<file path="src/rtl/mips_pkg.sv">
// Shared definitions for the MEM-stage data-bus access unit: FSM state
// encoding, MEM/WB load selection and the default bus timeout.
package mips_pkg;

   // Default limit on ACCESS cycles spent waiting for mem_ack.
   localparam int TIMEOUT_DEFAULT = 255;

   // Width of the ACCESS-cycle counter; it saturates, never wraps.
   localparam int CNT_W = 8;

   // Access FSM states.
   typedef enum logic [1:0] {
      S_IDLE   = 2'd0,
      S_ACCESS = 2'd1,
      S_DONE   = 2'd2
   } mau_state_e;

   // What the MEM/WB register loads at the next edge.
   typedef enum logic [1:0] {
      WB_BUBBLE   = 2'd0,  // all zeros
      WB_PASS     = 2'd1,  // EX/MEM controls and ALU result, ReadData 0
      WB_ADDR_ERR = 2'd2,  // as WB_PASS but the register write is killed
      WB_MEM      = 2'd3   // EX/MEM controls plus captured bus data
   } wb_sel_e;

   // Word accesses only: the two address LSBs must be zero.
   function automatic logic is_aligned(input logic [1:0] addr_lsb);
      return (addr_lsb == 2'b00);
   endfunction

endpackage

</file>
<file path="src/rtl/mem_access_unit_if.sv">
// Data-bus interface between the MEM stage and data memory.
//
// Handshake: the master raises mem_req together with mem_addr, mem_we and
// mem_wdata and holds all four constant until the slave answers. The slave
// completes the transfer by pulsing mem_ack for exactly one cycle; read data
// on mem_rdata is valid in that same cycle. The master drops mem_req on the
// edge that samples mem_ack. mem_ack seen while no request is outstanding
// carries no meaning and is ignored by the master.
interface mem_access_unit_if;
   logic        mem_req;
   logic        mem_we;
   logic [31:0] mem_addr;
   logic [31:0] mem_wdata;
   logic [31:0] mem_rdata;
   logic        mem_ack;

   modport master (
      output mem_req,
      output mem_we,
      output mem_addr,
      output mem_wdata,
      input  mem_rdata,
      input  mem_ack
   );

   modport slave (
      input  mem_req,
      input  mem_we,
      input  mem_addr,
      input  mem_wdata,
      output mem_rdata,
      output mem_ack
   );
endinterface

</file>
<file path="src/rtl/mem_timeout_counter.sv">
// Counts ACCESS cycles and flags the cycle on which the wait limit is
// reached. The count restarts from zero whenever clear is high and holds at
// its maximum instead of wrapping.
module mem_timeout_counter
   import mips_pkg::*;
#(
   parameter int LIMIT = TIMEOUT_DEFAULT
) (
   input  logic clk,
   input  logic reset,
   input  logic enable,
   input  logic clear,
   output logic hit
);

   // Value of the count during the LIMIT-th enabled cycle.
   localparam logic [CNT_W-1:0] LAST = CNT_W'(LIMIT - 1);

   logic [CNT_W-1:0] count_q;

   // Count enabled cycles; clear takes priority, saturate at all-ones.
   always_ff @(posedge clk) begin
      if (reset || clear) begin
         count_q <= '0;
      end else if (enable && (count_q != '1)) begin
         count_q <= count_q + CNT_W'(1);
      end
   end

   assign hit = enable && (count_q == LAST);

endmodule

</file>
<file path="src/rtl/mem_access_unit.sv">
// MEM pipeline stage with a handshaked data-bus port. Loads and stores are
// issued on the bus and the upstream pipeline is stalled until the bus
// answers or the wait limit expires; the result is then written into the
// MEM/WB register. Misaligned addresses never reach the bus.
module mem_access_unit
   import mips_pkg::*;
#(
   parameter int TIMEOUT_CYCLES = TIMEOUT_DEFAULT
) (
   input  logic                      clk,
   input  logic                      reset,
   input  logic                      clear,
   // EX/MEM register contents
   input  logic                      RegWrite_in,
   input  logic                      MemRead_in,
   input  logic                      MemWrite_in,
   input  logic [1:0]                MemtoReg_in,
   input  logic [31:0]               PC_in,
   input  logic [31:0]               ALUout_in,
   input  logic [31:0]               DataBusB_in,
   input  logic [4:0]                WriteAddr_in,
   // data bus
   mem_access_unit_if.master         bus,
   // pipeline hold for PC, IF/ID, ID/EX and EX/MEM
   output logic                      stall,
   // MEM/WB register
   output logic                      RegWrite_out,
   output logic [1:0]                MemtoReg_out,
   output logic [4:0]                WriteAddr_out,
   output logic [31:0]               PC_out,
   output logic [31:0]               ALUout_out,
   output logic [31:0]               ReadData_out,
   // one-cycle error pulses
   output logic                      addr_err,
   output logic                      bus_err,
   // current FSM state
   output mau_state_e                state_dbg
);

   mau_state_e state_q;
   mau_state_e state_d;
   wb_sel_e    wb_sel;

   logic access_req;
   logic aligned;
   logic start_access;
   logic misalign;
   logic ack_ok;
   logic timeout;
   logic to_hit;

   logic [31:0] rdata_q;      // data captured at the end of ACCESS
   logic        timed_out_q;  // last access ended without an ack

   // A memory instruction in EX/MEM that clear has not squashed.
   assign access_req   = (MemRead_in | MemWrite_in) & ~clear;
   assign aligned      = is_aligned(ALUout_in[1:0]);
   assign start_access = (state_q == S_IDLE) && access_req && aligned;
   assign misalign     = (state_q == S_IDLE) && access_req && !aligned;
   // An ack on the limit cycle still counts as a successful transfer.
   assign ack_ok       = (state_q == S_ACCESS) && bus.mem_ack;
   assign timeout      = (state_q == S_ACCESS) && !bus.mem_ack && to_hit;

   assign state_dbg = state_q;

   // Wait counter: runs only in ACCESS, so it is zero on every entry.
   mem_timeout_counter #(
      .LIMIT (TIMEOUT_CYCLES)
   ) u_timeout (
      .clk    (clk),
      .reset  (reset),
      .enable (state_q == S_ACCESS),
      .clear  (state_q != S_ACCESS),
      .hit    (to_hit)
   );

   // FSM state register.
   always_ff @(posedge clk) begin
      if (reset) begin
         state_q <= S_IDLE;
      end else begin
         state_q <= state_d;
      end
   end

   // FSM next-state logic; DONE always returns to IDLE without a new access.
   always_comb begin
      state_d = state_q;
      unique case (state_q)
         S_IDLE:   if (start_access)      state_d = S_ACCESS;
         S_ACCESS: if (ack_ok || timeout) state_d = S_DONE;
         S_DONE:                          state_d = S_IDLE;
         default:                         state_d = S_IDLE;
      endcase
   end

   // FSM outputs: pipeline stall and the MEM/WB load selection.
   always_comb begin
      stall  = 1'b0;
      wb_sel = WB_BUBBLE;
      unique case (state_q)
         S_IDLE: begin
            stall = start_access;
            // The memory instruction writes back from DONE, so it leaves a
            // bubble behind while it is on the bus.
            if (clear || start_access) wb_sel = WB_BUBBLE;
            else if (misalign)         wb_sel = WB_ADDR_ERR;
            else                       wb_sel = WB_PASS;
         end
         S_ACCESS: begin
            // clear is deliberately ignored while the bus is busy.
            stall  = 1'b1;
            wb_sel = WB_BUBBLE;
         end
         S_DONE: begin
            wb_sel = clear ? WB_BUBBLE : WB_MEM;
         end
         default: begin
            stall  = 1'b0;
            wb_sel = WB_BUBBLE;
         end
      endcase
      // Keep the pipeline free while reset is held.
      if (reset) stall = 1'b0;
   end

   // Bus request: launched from IDLE, held stable until ack or timeout.
   always_ff @(posedge clk) begin
      if (reset) begin
         bus.mem_req   <= 1'b0;
         bus.mem_we    <= 1'b0;
         bus.mem_addr  <= '0;
         bus.mem_wdata <= '0;
      end else if (start_access) begin
         bus.mem_req   <= 1'b1;
         bus.mem_we    <= MemWrite_in;
         bus.mem_addr  <= ALUout_in;
         bus.mem_wdata <= DataBusB_in;
      end else if (ack_ok || timeout) begin
         bus.mem_req   <= 1'b0;
         bus.mem_we    <= 1'b0;
         bus.mem_addr  <= '0;
         bus.mem_wdata <= '0;
      end
   end

   // Capture read data (zero for stores or timeouts) and the timeout flag.
   always_ff @(posedge clk) begin
      if (reset) begin
         rdata_q     <= '0;
         timed_out_q <= 1'b0;
      end else if (start_access) begin
         rdata_q     <= '0;
         timed_out_q <= 1'b0;
      end else if (ack_ok) begin
         rdata_q     <= bus.mem_we ? 32'h0 : bus.mem_rdata;
         timed_out_q <= 1'b0;
      end else if (timeout) begin
         rdata_q     <= '0;
         timed_out_q <= 1'b1;
      end
   end

   // Error pulses, each high for the single cycle after the event.
   always_ff @(posedge clk) begin
      if (reset) begin
         addr_err <= 1'b0;
         bus_err  <= 1'b0;
      end else begin
         addr_err <= misalign;
         bus_err  <= timeout;
      end
   end

   // MEM/WB register.
   always_ff @(posedge clk) begin
      if (reset) begin
         RegWrite_out  <= 1'b0;
         MemtoReg_out  <= '0;
         WriteAddr_out <= '0;
         PC_out        <= '0;
         ALUout_out    <= '0;
         ReadData_out  <= '0;
      end else begin
         unique case (wb_sel)
            WB_PASS: begin
               RegWrite_out  <= RegWrite_in;
               MemtoReg_out  <= MemtoReg_in;
               WriteAddr_out <= WriteAddr_in;
               PC_out        <= PC_in;
               ALUout_out    <= ALUout_in;
               ReadData_out  <= '0;
            end
            WB_ADDR_ERR: begin
               RegWrite_out  <= 1'b0;
               MemtoReg_out  <= MemtoReg_in;
               WriteAddr_out <= WriteAddr_in;
               PC_out        <= PC_in;
               ALUout_out    <= ALUout_in;
               ReadData_out  <= '0;
            end
            WB_MEM: begin
               RegWrite_out  <= RegWrite_in & ~timed_out_q;
               MemtoReg_out  <= MemtoReg_in;
               WriteAddr_out <= WriteAddr_in;
               PC_out        <= PC_in;
               ALUout_out    <= ALUout_in;
               ReadData_out  <= rdata_q;
            end
            default: begin
               RegWrite_out  <= 1'b0;
               MemtoReg_out  <= '0;
               WriteAddr_out <= '0;
               PC_out        <= '0;
               ALUout_out    <= '0;
               ReadData_out  <= '0;
            end
         endcase
      end
   end

endmodule

</file>
<file path="src/flat_wrapper.sv">
// flat-port wrapper written by rule: the top's interface ports become plain ports
module mem_access_unit_flat import mips_pkg::*;
#(
   parameter int TIMEOUT_CYCLES = TIMEOUT_DEFAULT
)
  (clk, reset, clear, RegWrite_in, MemRead_in, MemWrite_in, MemtoReg_in, PC_in, ALUout_in, DataBusB_in, WriteAddr_in, stall, RegWrite_out, MemtoReg_out, WriteAddr_out, PC_out, ALUout_out, ReadData_out, addr_err, bus_err, state_dbg, bus_mem_req, bus_mem_we, bus_mem_addr, bus_mem_wdata, bus_mem_rdata, bus_mem_ack);
  mem_access_unit_if bus_i ();
  input  logic clk;
  input  logic reset;
  input  logic clear;
  input  logic RegWrite_in;
  input  logic MemRead_in;
  input  logic MemWrite_in;
  input  logic [1:0] MemtoReg_in;
  input  logic [31:0] PC_in;
  input  logic [31:0] ALUout_in;
  input  logic [31:0] DataBusB_in;
  input  logic [4:0] WriteAddr_in;
  output logic stall;
  output logic RegWrite_out;
  output logic [1:0] MemtoReg_out;
  output logic [4:0] WriteAddr_out;
  output logic [31:0] PC_out;
  output logic [31:0] ALUout_out;
  output logic [31:0] ReadData_out;
  output logic addr_err;
  output logic bus_err;
  output mau_state_e state_dbg;
  output wire logic [$bits(bus_i.mem_req)-1:0] bus_mem_req;
  output wire logic [$bits(bus_i.mem_we)-1:0] bus_mem_we;
  output wire logic [$bits(bus_i.mem_addr)-1:0] bus_mem_addr;
  output wire logic [$bits(bus_i.mem_wdata)-1:0] bus_mem_wdata;
  input wire logic [$bits(bus_i.mem_rdata)-1:0] bus_mem_rdata;
  input wire logic [$bits(bus_i.mem_ack)-1:0] bus_mem_ack;
  assign bus_mem_req = bus_i.mem_req;
  assign bus_mem_we = bus_i.mem_we;
  assign bus_mem_addr = bus_i.mem_addr;
  assign bus_mem_wdata = bus_i.mem_wdata;
  assign bus_i.mem_rdata = bus_mem_rdata;
  assign bus_i.mem_ack = bus_mem_ack;
  mem_access_unit #(.TIMEOUT_CYCLES(TIMEOUT_CYCLES)) u_core (.clk(clk), .reset(reset), .clear(clear), .RegWrite_in(RegWrite_in), .MemRead_in(MemRead_in), .MemWrite_in(MemWrite_in), .MemtoReg_in(MemtoReg_in), .PC_in(PC_in), .ALUout_in(ALUout_in), .DataBusB_in(DataBusB_in), .WriteAddr_in(WriteAddr_in), .bus(bus_i), .stall(stall), .RegWrite_out(RegWrite_out), .MemtoReg_out(MemtoReg_out), .WriteAddr_out(WriteAddr_out), .PC_out(PC_out), .ALUout_out(ALUout_out), .ReadData_out(ReadData_out), .addr_err(addr_err), .bus_err(bus_err), .state_dbg(state_dbg));
endmodule
</file>
<file path="config.mk">
export PLATFORM = sky130hd
export DESIGN_NAME = mem_access_unit_flat
export DESIGN_NICKNAME = d
export VERILOG_FILES = /design/src/rtl/mips_pkg.sv /design/src/rtl/mem_access_unit_if.sv /design/src/rtl/mem_timeout_counter.sv /design/src/rtl/mem_access_unit.sv /design/src/flat_wrapper.sv
export SDC_FILE = /design/constraint.sdc
export NUM_CORES = 1
export LEC_CHECK = 0
export ABC_CLOCK_PERIOD_IN_PS = 3500
export CAP_MARGIN = 20
export CELL_PAD_IN_SITES_DETAIL_PLACEMENT = 1
export CELL_PAD_IN_SITES_GLOBAL_PLACEMENT = 1
export CORE_UTILIZATION = 32
export DETAILED_ROUTE_END_ITERATION = 8
export PLACE_DENSITY = 0.88
export SLEW_MARGIN = 40
export SYNTH_ARGS = -nofsm -noshare
export SYNTH_HDL_FRONTEND = slang
export SYNTH_SLANG_ARGS = --single-unit
</file>
<file path="constraint.sdc">
create_clock -name clk -period 3.5 [get_ports clk]
set_clock_uncertainty 0.05 [all_clocks]
set_input_delay 0.7 -clock clk [delete_from_list [all_inputs] [get_ports clk]]
set_output_delay 0.7 -clock clk [all_outputs]
set_load 0.02 [all_outputs]
</file>
### After elaboration in Yosys (flattened, before gate mapping)

Cells that the tools add are included.
W data, S select, Z words.

| storage, ports and cells | value |
|---|---|
| register bits | 215 |
| bits of input ports | 142 |
| logic and storage cells | 76 |
| output and inout bits | 175 |

| cells by class | value |
|---|---|
| bitwise logic cells | 7 |
| eq/ne operators | 10 |
| add/sub/neg operators | 1 |
| reductions and logical operators | 23 |
| mux-type cells | 19 |

Operators by type and width:

| operator | count |
|---|---|
| $mux W32 | 6 |
| $mux W2 | 5 |
| $add A8 B1 Y8 const B | 1 |
| $eq A8 B8 Y1 const B | 1 |
| $logic_and A1 B1 Y1 | 8 |
| $ne A8 B8 Y1 const B | 1 |
| $pmux W2 S2 | 2 |
| $eq A2 B2 Y1 const B | 3 |
| $ne A2 B1 Y1 const B | 3 |
| $reduce_or A2 Y1 | 3 |
| $reduce_or A3 Y1 | 2 |
| $eq A2 B1 Y1 const B | 2 |
| $logic_not A2 Y1 | 2 |
| $mux W1 | 4 |
| $not A1 Y1 | 4 |
| $pmux W1 S2 | 2 |
| $reduce_bool A2 Y1 | 2 |
| $logic_or A1 B1 Y1 | 3 |
| $and A1 B1 Y1 | 2 |
| $logic_not A1 Y1 | 2 |
| $reduce_and A2 Y1 | 1 |
| $or A1 B1 Y1 | 1 |

### Longest topological paths before layout

Gate-level depths: netlist of the first run.

| logic depth | value |
|---|---|
| depth after elaboration | 11 |
| gate-level depth with buffers | 7 |
| depth with buffers taken out | 5 |

### By module

Synthesis of the first run repeated with hierarchy kept, for this count alone.

| unflattened totals | value |
|---|---|
| cell total of the unflattened synthesis | 746 |
| area, all modules | 7576.0 µm² |

By module, submodules not included:

| module | cells an instance | seq. area each (µm²) | area an instance (µm²) | instances |
|---|---|---|---|---|
| mem_access_unit | 695 | 4144.0 | 7116.8 | 1 |
| mem_timeout_counter | 51 | 160.2 | 459.2 | 1 |

### Least setup slack after synthesis of the first run

OpenSTA, ideal clock, no wires.

| path | value |
|---|---|
| path kind | input port to flip-flop |
| start | input clear |
| end | register u_core.bus.mem_addr[15] |
| data required time | 3.333 ns |
| cell stages on the path | 6 |
| setup time | 0.117 ns |
| setup slack | 1.347 ns |
| path buffers | 2 |
| arrival time | 1.986 ns |
| cells stage by stage | or4_4 o21ai_1 a21oi_2 buf_2 buf_2 a22o_1 |

| on the way | value |
|---|---|
| word-level cells in the longest chain between the ends | 5 |
| elaborated cells on any way between the ends | 6 |
| those cells by class | mux: 1; bitwise: 2; reduce/logical: 3 |

RTL lines:

| element | line | RTL |
|---|---|---|
| start, declared | flat_wrapper.sv:10 | `input logic clear;` |
| $not A1 Y1 (*) | mem_access_unit.sv:56 | `assign access_req = (MemRead_in \| MemWrite_in) & ~clear;` |
| $and A1 B1 Y1 (*) | mem_access_unit.sv:56 |  |
| $logic_and A1 B1 Y1 (*) (2 in a row) | mem_access_unit.sv:58 | `assign start_access = (state_q == S_IDLE) && access_req && aligned;` |
| $mux W32 / $reduce_bool A2 Y1 (equally long branches) | n/a |  |
| end signal, assigned | mem_access_unit.sv:137 | `bus.mem_addr <= ALUout_in;` |
| end, declared | mem_access_unit_if.sv:20 | `output mem_addr,` |

Mark *: on every way between the ends. The rest lies on a longest branch, timed or not.
A chain may end at the register's enable or synchronous reset.

### Worst setup path after layout of the first run

| path | value |
|---|---|
| start | input MemWrite_in |
| end | output stall |

| on the way | value |
|---|---|
| word-level cells in the longest chain between the ends | 6 |

RTL lines:

| element | line | RTL |
|---|---|---|
| start, declared | flat_wrapper.sv:13 | `input logic MemWrite_in;` |
| $or A1 B1 Y1 | mem_access_unit.sv:56 |  |
| $and A1 B1 Y1 | mem_access_unit.sv:56 |  |
| $logic_and A1 B1 Y1 (2 in a row) | mem_access_unit.sv:58 |  |
| $pmux W1 S2 | mem_access_unit.sv:101 | `unique case (state_q)` |
| $mux W1 | mem_access_unit.sv:124 | `if (reset) stall = 1'b0;` |
| end, declared | flat_wrapper.sv:19 | `output logic stall;` |

Every way passes these cells.

==> metrics.csv, run 1 <==
metric;value;unit
cts_buffers;23;
reg2regPathDepth;5;
vias;5282;
io_buffer_count;316;
fin_setup_tns;0;ps
slew_headroom;58.1;%
synth_common_cells;dfxtp_1, a22o_1, and2_1, and3_1, clkbuf_1;
regArea;4300;um2
yosysTopAreaCell;dfxtp_1;
p_total;5.52;mW
firstDrtPassIters;4;
final_max_slew_viol_count;0;
start_util;32.8;%
worst_slew_pin_slew;628;ps
synth_adder_area_share;0.390;%
fmax;0.322;GHz
detail_route.wl_per_cell;19.8;um
critPathKind;in2out;
multi_input_area;1940;um2
yosysMostFrequentCell;dfxtp_1;
grt_pass1_vias;5641;
ir_drop;0.288;mV
drt_wl_total;22000;um
clk_pin_slew;50;ps
synth_top_family_by_area;compound AO/OA/AOI/OAI gates;
drtIter0Drc;165;
ys_warn_count;0;
drive_gt1_share;5.66;%
seq_area_frac_synth;67.1;%
critPathRequiredTime;2750;ps
area_growth;64.9;%
p_leak;4.17;nW
hold_buffers;0;
core_region_area;19600;um2
synth_seq_cells;215;
yosys.area.top_type_share;67.1;%
setup_viol;0;
synthArstFlopShare;0;%
worstSetupEndpointType;output port;
synthMuxAreaShare;0;%
die_x;144;um
cts_tree;built;
cap_violations;0;
clkSinkCount;215;
drc;0;
period_needed;3100;ps
viasPerCell;4.75;
synth_area_leaders;dfxtp_1, a22o_1, and2_1;
ant_nets;0;
synthXorXnorAreaFrac;0.136;%
synth_cell_types;37;
num_io_pins;317;
post-dp-hpwl;15500;um
powerDensity;521;nW/um2
crit_fanout;4;
rsz0062_at_grt;no;
setup.worst_path.end;stall;
synth_edf_count;0;
cts.path.max_buffers;3;
ctsResizeCount;0;
die_h;144;um
syn_avg_cell_area;12.3;um2
timing.rr.end;u_core.rdata_q[19]$_SDFFE_PP0P_;
die_area;20600;um2
antenna_found_initial;1;
synth_compound_area_share;15.1;%
syn_nets;665;
layout.nets;980;
grt_max_degree;65;
status;finished clean;
htree_levels;1;
nFillCells;2040;
startpoint;MemWrite_in;
min_period_over_period;88.7;%
reg2reg_from;u_core.state_dbg[0]$_SDFFE_PP0P_;
clock_latency;500;ps
diodes;0;
grt_usage;20.6;%
synth_area;6420;um2
cts-root-buf;clkbuf_16;
yosys.area_share.simple;14.3;%
hold_viol;0;
rows;51;
crit_arrival;2350;ps
ys.flop_type;dfxtp_1;
place_congestion;0.776;
grt_pass1_wl;32600;um
grt_overflow;0;
worst_setup_path_start_kind;input port;
r2r_setup_slack;1290;ps
hold_class;reg2reg;
netlist_instances;521;
postCtsSetupRepairBufs;0;
cell type report:
type                    instances  area share, %
inverters                       2         0.0709
clock buffers                  29           5.75
well taps                     265           3.13
clock inverters                 8           1.38
multi-input cells             269           18.4
repair buffers                325           30.6
flip-flops and latches        215           40.7
critical path: stages:
cell	delay, ps
clkdlybuf4s50_1	530
o21bai_1	140
nor3_1	220
a21o_1	160
clkdlybuf4s50_1	600
through the flow:
| stage | instances | cell area (um2) | hold WS (ps) | setup WS, ps | util [%] |
|---|---|---|---|---|---|
| floorplan | 521 | 6420 | 391 | 1350 | - |
| global placement | 1076 | 9830 | 393 | 408 | 50.2 |
| detailed placement | 1076 | 9830 | 403 | 401 | 50.2 |
| CTS | 1113 | 10600 | 422 | 399 | 54.0 |
| global route | 1113 | 10600 | 435 | 330 | 54.0 |
| finish | 1113 | 10600 | 417 | 396 | 54.0 |
logic make-up (layout without fill, tap and decap cells):
kind of cell / Yosys count / count (layout)
xor gates and xnor gates: 1 / 1
AOI/OAI and AO/OA: 115 / 115
buffers and inverters: 37 / 364
adders and majority gates: 2 / 2
and+or+nand+nor: 151 / 151
DFF: 215 / 215
routing by layer:
metal  vias to the layer above  GRT usage [%]  routed length [um]
met3                        35           8.00                2270
met4                         2           5.82                 524
li1                       2466              -                   -
met5                         -              0                   9
met1                      2540           22.0                8080
met2                       239           37.4               11100
how the worst min path moves through the flow:
stage	start	endpoint	slack [ps]	cells past startpoint
2_1_floorplan	u_core.rdata_q[0]$_SDFFE_PP0P_	u_core.rdata_q[0]$_SDFFE_PP0P_	390	1
3_3_place_gp	u_core.bus.mem_addr[1]$_SDFFE_PP0P_	u_core.bus.mem_addr[1]$_SDFFE_PP0P_	390	1
3_5_place_dp	u_core.bus.mem_addr[1]$_SDFFE_PP0P_	u_core.bus.mem_addr[1]$_SDFFE_PP0P_	400	1
4_1_cts	u_core.bus.mem_addr[1]$_SDFFE_PP0P_	u_core.bus.mem_addr[1]$_SDFFE_PP0P_	420	1
5_1_grt	u_core.rdata_q[0]$_SDFFE_PP0P_	u_core.rdata_q[0]$_SDFFE_PP0P_	430	1
6_report	u_core.bus.mem_addr[1]$_SDFFE_PP0P_	u_core.bus.mem_addr[1]$_SDFFE_PP0P_	420	1
registers in the layout (all words and copies together) (netlist names):
signal,flops
u_core.bus.mem_addr,32
u_core.bus.mem_wdata,32
u_core.u_timeout.count_q,8
u_core.PC_out,32
u_core.bus.mem_req,1
u_core.rdata_q,32
u_core.MemtoReg_out,2
u_core.ALUout_out,32
u_core.ReadData_out,32
u_core.state_dbg,2
u_core.addr_err,1
u_core.bus.mem_we,1
u_core.timed_out_q,1
u_core.WriteAddr_out,5
u_core.RegWrite_out,1
u_core.bus_err,1
placed cells by master, fill, tap and decap left out, drive strengths merged, types with 5 or more instances in the layout:
| cell type | n |
|---|---|
| nor3 | 6 |
| clkdlybuf4s50 | 316 |
| dfxtp | 215 |
| nand2 | 5 |
| and3 | 34 |
| a21oi | 5 |
| and2 | 74 |
| nor2 | 14 |
| clkbuf | 29 |
| a22o | 95 |
| buf | 9 |
where the power goes:
group          switching (mW)  total (mW)  internal, mW  leakage [nW]
clock network           0.947        2.46          1.52         0.366
logic                   0.224       0.509         0.285          2.06
registers              0.0301        2.54          2.51          1.74
total                    1.20        5.52          4.31          4.17
(Power assumes the default switching activity.)
==> run 2, diff against run 1 <==
Settings changed: ABC_CLOCK_PERIOD_IN_PS 3500 to 2900, CORE_UTILIZATION 32 to 30, PLACE_DENSITY 0.88 to 0.83.
Clock period 3.5 ns to 2.9 ns, I/O delays scaled along.
==> run 2 against run 1 <==
Sequential power up 21%. Clock power increased by 41%. Sequential share of layout area decreased by 0.88 points. First-iteration DRC count is 13% lower. Die area up 6.6%. Non-clock buffer count rose by 3. Cell count rose by 1.8%. Wire length fell by 3.7%. Largest power group is now the clock network. Core utilization is 2.6 points lower. Sequential cell count unchanged.
==> metrics.csv, run 2 (same netlist as run 1, synthesis figures left out) <==
metric;value;unit;change
io_buffer_count;316;;unchanged
ctsResizeCount;0;;unchanged
critPathKind;reg2out;;
drtIter0Drc;144;;-13%
path_cells;o21bai_1 -> nor3_1 -> a21o_1 -> buf_4;;
die_x;148;um;+3.2%
clock_latency;500;ps;about the same
ir_drop;0.385;mV;+34%
final_max_slew_viol_count;0;;unchanged
cts_tree;built;;
postCtsSetupRepairBufs;0;;unchanged
clkSinkCount;215;;unchanged
firstDrtPassIters;4;;unchanged
p_comb_share;8.7;%;-0.5 points
hold_slack;407;ps;-10.9 ps
vias;5254;;-0.53%
cpPeakStageDelay;680;ps;+80 ps
fmax;0.389;GHz;
grt_pass1_vias;5575;;-1.2%
grt_usage;18.6;%;-2.0 points
intPower;5.64;mW;+31%
nFillCells;2156;;+5.7%
cts_buffers;24;;+4.3%
setup_viol;0;;unchanged
r2r_setup_slack;670;ps;-620 ps
reg2reg_from;u_core.state_dbg[1]$_SDFFE_PP0P_;;
fin_setup_tns;0;ps;unchanged
grt_overflow;0;;unchanged
p_total;7.15;mW;+30%
clkPwrFrac;48.4;%;+3.8 points
final_cell_mix;clkdlybuf4s50_1, dfxtp_1, a22o_1, and2_1, and3_1;;
htree_levels;1;;unchanged
pwr-share-seq;42.9;%;-3.2 points
cpMaxStageDelayCell;dfxtp_1;;
viasPerCell;4.64;;-2.3%
regArea;4300;um2;unchanged
start_util;30.5;%;-2.2 points
num_io_pins;317;;unchanged
hold_class;reg2reg;;
diodes;0;;unchanged
worstHoldStart;u_core.bus.mem_addr[0]$_SDFFE_PP0P_;;
critPathBufInv;1;;-1
layout.nets;984;;+0.41%
area_growth;68.6;%;
rows;53;;+3.9%
die_h;148;um;+3.2%
drc;0;;unchanged
status;finished clean;;
drt_wl_total;21200;um;-3.7%
p_sw;1.51;mW;+26%
core_region_area;21000;um2;+7.3%
reg2regPathDepth;5;;unchanged
worst_slew_pin_slew;569;ps;-59.3 ps
clk_pin_slew;60;ps;about the same
rsz0062_at_grt;no;;
place_congestion;0.716;;-7.8%
antenna_found_initial;0;;-1
grt_max_degree;70;;+7.7%
post-dp-hpwl;15100;um;-2.2%
swShare;21.1;%;-0.66 points
die_area;22000;um2;+6.6%
crit_fanout;16;;+12
powerDensity;661;nW/um2;+27%
drive_gt1_share;6.88;%;+1.2 points
cap_violations;0;;unchanged
critPathTopFamily;flip-flops;;
critPathRequiredTime;2270;ps;-480 ps
worst_setup_path_start_kind;flip-flop;;
min_to;u_core.bus.mem_addr[0]$_SDFFE_PP0P_;;
slew_headroom;62.0;%;+3.9 points
hold_buffers;0;;unchanged
cts.path.max_buffers;3;;unchanged
ant_nets;0;;unchanged
multi_input_area;1950;um2;+0.32%
cts-root-buf;clkbuf_16;;
worstSetupEndpointType;output port;;
p_leak;4.28;nW;+2.7%
whs_path_depth;1;;unchanged
timing.rr.end;u_core.bus.mem_addr[12]$_SDFFE_PP0P_;;
layout_commonest_cell;clkdlybuf4s50_1;;
period_needed;2570;ps;
hold_viol;0;;unchanged
detail_route.wl_per_cell;18.7;um;-5.4%
min_period_over_period;88.7;%;
grt_pass1_wl;31900;um;-2.3%
crit_arrival;1940;ps;-410 ps
## run 2: cell types whose count changed in the layout (fill, tap and decap cells not counted)
cell             previous run  this run
buf_4                       8         9
nor3_4                      0         1
buf_12                      1         4
inv_8                       0         1
bufinv_16                   4         7
inv_6                       1         0
clkdlybuf4s50_1           316       315
clkinv_2                    2         4
clkbuf_16                  23        25
clkbuf_8                    1         2
clkinvlp_4                  1         0
nor3_2                      1         0
## run 2: power groups by stage
stage | clock, mW | sequential (mW) | combinational, mW
2_1_floorplan | 0 | 3.22 | 0.129
3_3_place_gp | 0 | 3.13 | 0.608
3_5_place_dp | 0 | 3.13 | 0.621
4_1_cts | 3.55 | 3.07 | 0.627
5_1_grt | 3.67 | 3.07 | 0.656
6_report | 3.46 | 3.07 | 0.620
## run 2: per-stage QoR
step           worst slack [ps]  cell area, um2  instances  util, %
4_1_cts                     294           10800       1133     51.5
2_1_floorplan               867            6420        521        -
6_report                    329           10800       1133     51.5
3_3_place_gp                222            9910       1089     47.1
5_1_grt                     210           10800       1133     51.5
3_5_place_dp                157            9910       1089     47.1
## run 2: final cells by class
type                    instances  area share [%]
flip-flops and latches        215            39.8
repair buffers                328            30.5
multi-input cells             269            18.0
clock buffers                  32            6.21
well taps                     275            3.18
clock inverters                12            2.23
inverters                       2          0.0694
## run 2: worst max path at each step
| stage | slack (ps) | endpoint | startpoint | depth (start not counted) |
|---|---|---|---|---|
| floorplan | 870 | u_core.bus.mem_addr[15]$_SDFFE_PP0P_ | clear | 6 |
| global placement | 220 | u_core.rdata_q[6]$_SDFFE_PP0P_ | clear | 6 |
| detailed placement | 160 | u_core.rdata_q[3]$_SDFFE_PP0P_ | clear | 6 |
| CTS | 290 | stall | u_core.state_dbg[1]$_SDFFE_PP0P_ | 4 |
| global route | 210 | stall | u_core.state_dbg[1]$_SDFFE_PP0P_ | 4 |
| finish | 330 | stall | u_core.state_dbg[1]$_SDFFE_PP0P_ | 4 |
## run 2: routing by layer
metal | global-route usage, % | part of all wire, % | vias up
li1 | - | - | 2480
met5 | 0 | 0 | -
met1 | 20.6 | 39 | 2493
met4 | 5.98 | 2.5 | 0
met2 | 32.6 | 48 | 241
met3 | 6.93 | 9.7 | 40
==> run 3, diff against run 2 <==
Settings changed: CORE_MARGIN set to 4.
==> run 3 against run 2 <==
Count of clock-buffer cells in the layout rose by 1. First-iteration DRC count rose by 23%. Maximum frequency fell by 2.4%. Cell count fell by 0.26%. Register-to-register slack improved by 120 ps. Sequential cell count unchanged. Critical path type unchanged.
==> metrics.csv, run 3 (same netlist as run 1, synthesis figures left out) <==
metric;value;unit;change
htree_levels;1;;unchanged
path_cells;buf_4 -> clkdlybuf4s50_1;;
hold_class;reg2reg;;
firstDrtPassIters;4;;unchanged
cts-root-buf;clkbuf_16;;
layout_commonest_cell;clkdlybuf4s50_1;;
startpoint;u_core.state_dbg[1]$_SDFFE_PP0P_;;
crit_fanout;37;;+21
postLayoutCellArea;10700;um2;-0.82%
grt_pass1_vias;5677;;+1.8%
final_cell_mix;clkdlybuf4s50_1, dfxtp_1, a22o_1, and2_1, and3_1;;
setup_viol;0;;unchanged
antenna_found_initial;0;;unchanged
rsz0062_at_grt;no;;
grt_usage;17.8;%;-0.74 points
grt_overflow;0;;unchanged
post-dp-hpwl;15800;um;+4.2%
crit_arrival;2010;ps;+70 ps
fmax;0.379;GHz;-2.4%
min_period_over_period;90.9;%;+2.2 points
cts_tree;built;;
clk_pin_slew;60;ps;about the same
drive_gt1_share;6.55;%;-0.33 points
place_congestion;0.801;;+12%
period_needed;2640;ps;+64.4 ps
cap_violations;0;;unchanged
layout.nets;984;;unchanged
core_region_area;21000;um2;unchanged
clkSinkCount;215;;unchanged
slew_headroom;64.4;%;+2.4 points
drc;0;;unchanged
setup.worst_path.end;state_dbg[1];;
worst_slew_pin_slew;532;ps;-36.7 ps
area_growth;67.2;%;
vias;5293;;+0.74%
num_io_pins;317;;unchanged
die_h;154;um;+4.0%
critPathKind;reg2out;;
grt_max_degree;98;;+40%
die_area;23800;um2;+8.3%
reg2reg_from;u_core.state_dbg[0]$_SDFFE_PP0P_;;
fin_setup_tns;0;ps;unchanged
drt_wl_total;22500;um;+6.3%
grt_pass1_wl;33900;um;+6.3%
place_area;9910;um2;about the same
io_buffer_count;316;;unchanged
powerDensity;636;nW/um2;-3.7%
timing.rr.end;u_core.rdata_q[5]$_SDFFE_PP0P_;;
status;finished clean;;
cts.path.max_buffers;3;;unchanged
cpPeakStageDelay;680;ps;about the same
p_leak;4.25;nW;-0.78%
r2r_setup_slack;790;ps;+120 ps
clock_latency;500;ps;about the same
worst_setup_path_start_kind;flip-flop;;
start_util;30.5;%;unchanged
regArea;4300;um2;unchanged
ant_nets;0;;unchanged
worstSetupEndpointType;output port;;
cpMaxStageDelayCell;clkdlybuf4s50_1;;
multi_input_area;1950;um2;unchanged
detail_route.wl_per_cell;19.9;um;+6.6%
reg2regPathDepth;5;;unchanged
rows;53;;unchanged
ir_drop;0.446;mV;+16%
diodes;0;;unchanged
nFillCells;2183;;+1.3%
drtIter0Drc;177;;+23%
hold_viol;0;;unchanged
cts_buffers;24;;unchanged
critPathRequiredTime;2270;ps;about the same
viasPerCell;4.68;;+1.0%
die_x;154;um;+4.0%
final_max_slew_viol_count;0;;unchanged
-- run 3: changes by cell type in the layout (fill, tap and decap cells not counted) --
cell,before,now
clkinvlp_4,0,1
clkinv_2,4,3
clkbuf_8,2,4
bufinv_16,7,3
buf_4,9,8
dlymetal6s2s_1,0,1
clkbuf_1,5,4
-- run 3: repair_timing --
| item | in CTS | in global routing |
|---|---|---|
| endpoints found under the setup margin | 0 | 1 |
| gates resized for setup | 0 | 1 |
| hold buffers | 0 | 0 |
| buffers inserted | 0 | 0 |
-- run 3: power by group --
part	leakage, nW	switching [mW]	internal (mW)
Combinational	2.10	0.274	0.351
Clock	0.402	1.19	1.94
Sequential	1.74	0.0355	3.03
-- run 3: layout make-up --
class	count	share of cell area, %
clock inverters	8	1.15
inverters	2	0.0700
clock buffers	33	6.48
repair buffers	328	30.8
flip-flops and latches	215	40.1
multi-input cells	269	18.2
well taps	275	3.21
-- run 3: worst min-delay path by stage --
stage	endpoint	startpoint	depth (start not counted)	slack, ps
floorplan	u_core.rdata_q[0]$_SDFFE_PP0P_	u_core.rdata_q[0]$_SDFFE_PP0P_	1	390
global placement	u_core.bus.mem_addr[1]$_SDFFE_PP0P_	u_core.bus.mem_addr[1]$_SDFFE_PP0P_	1	390
detailed placement	u_core.bus.mem_addr[0]$_SDFFE_PP0P_	u_core.bus.mem_addr[0]$_SDFFE_PP0P_	1	400
CTS	u_core.bus.mem_addr[0]$_SDFFE_PP0P_	u_core.bus.mem_addr[0]$_SDFFE_PP0P_	1	420
global route	u_core.bus.mem_addr[0]$_SDFFE_PP0P_	u_core.bus.mem_addr[0]$_SDFFE_PP0P_	1	440
finish	u_core.bus.mem_addr[0]$_SDFFE_PP0P_	u_core.bus.mem_addr[0]$_SDFFE_PP0P_	1	410
-- run 3: worst max-delay path: cells and delay by family (launching register included) --
kind,cells,cell delay (ps)
buf+inv,2,1060
flops,1,430
-- run 3: metal layers --
metal,up-vias,GRT usage (%),wire (um)
li1,2477,-,-
met1,2529,20.0,8670
met2,249,31.3,10900
met3,38,6.99,2310
met4,0,5.17,605
met5,-,0,0
-- run 3: metrics by stage --
stage	power (mW)	utilization (%)	setup slack (ps)	cells	hold WS, ps
5_1_grt	7.06	51.0	185	1130	437
3_5_place_dp	3.76	47.1	56.2	1089	396
3_3_place_gp	3.74	47.1	110	1089	394
6_report	6.83	51.0	264	1130	408
2_1_floorplan	3.34	-	867	521	391
4_1_cts	6.92	51.0	44.4	1130	415
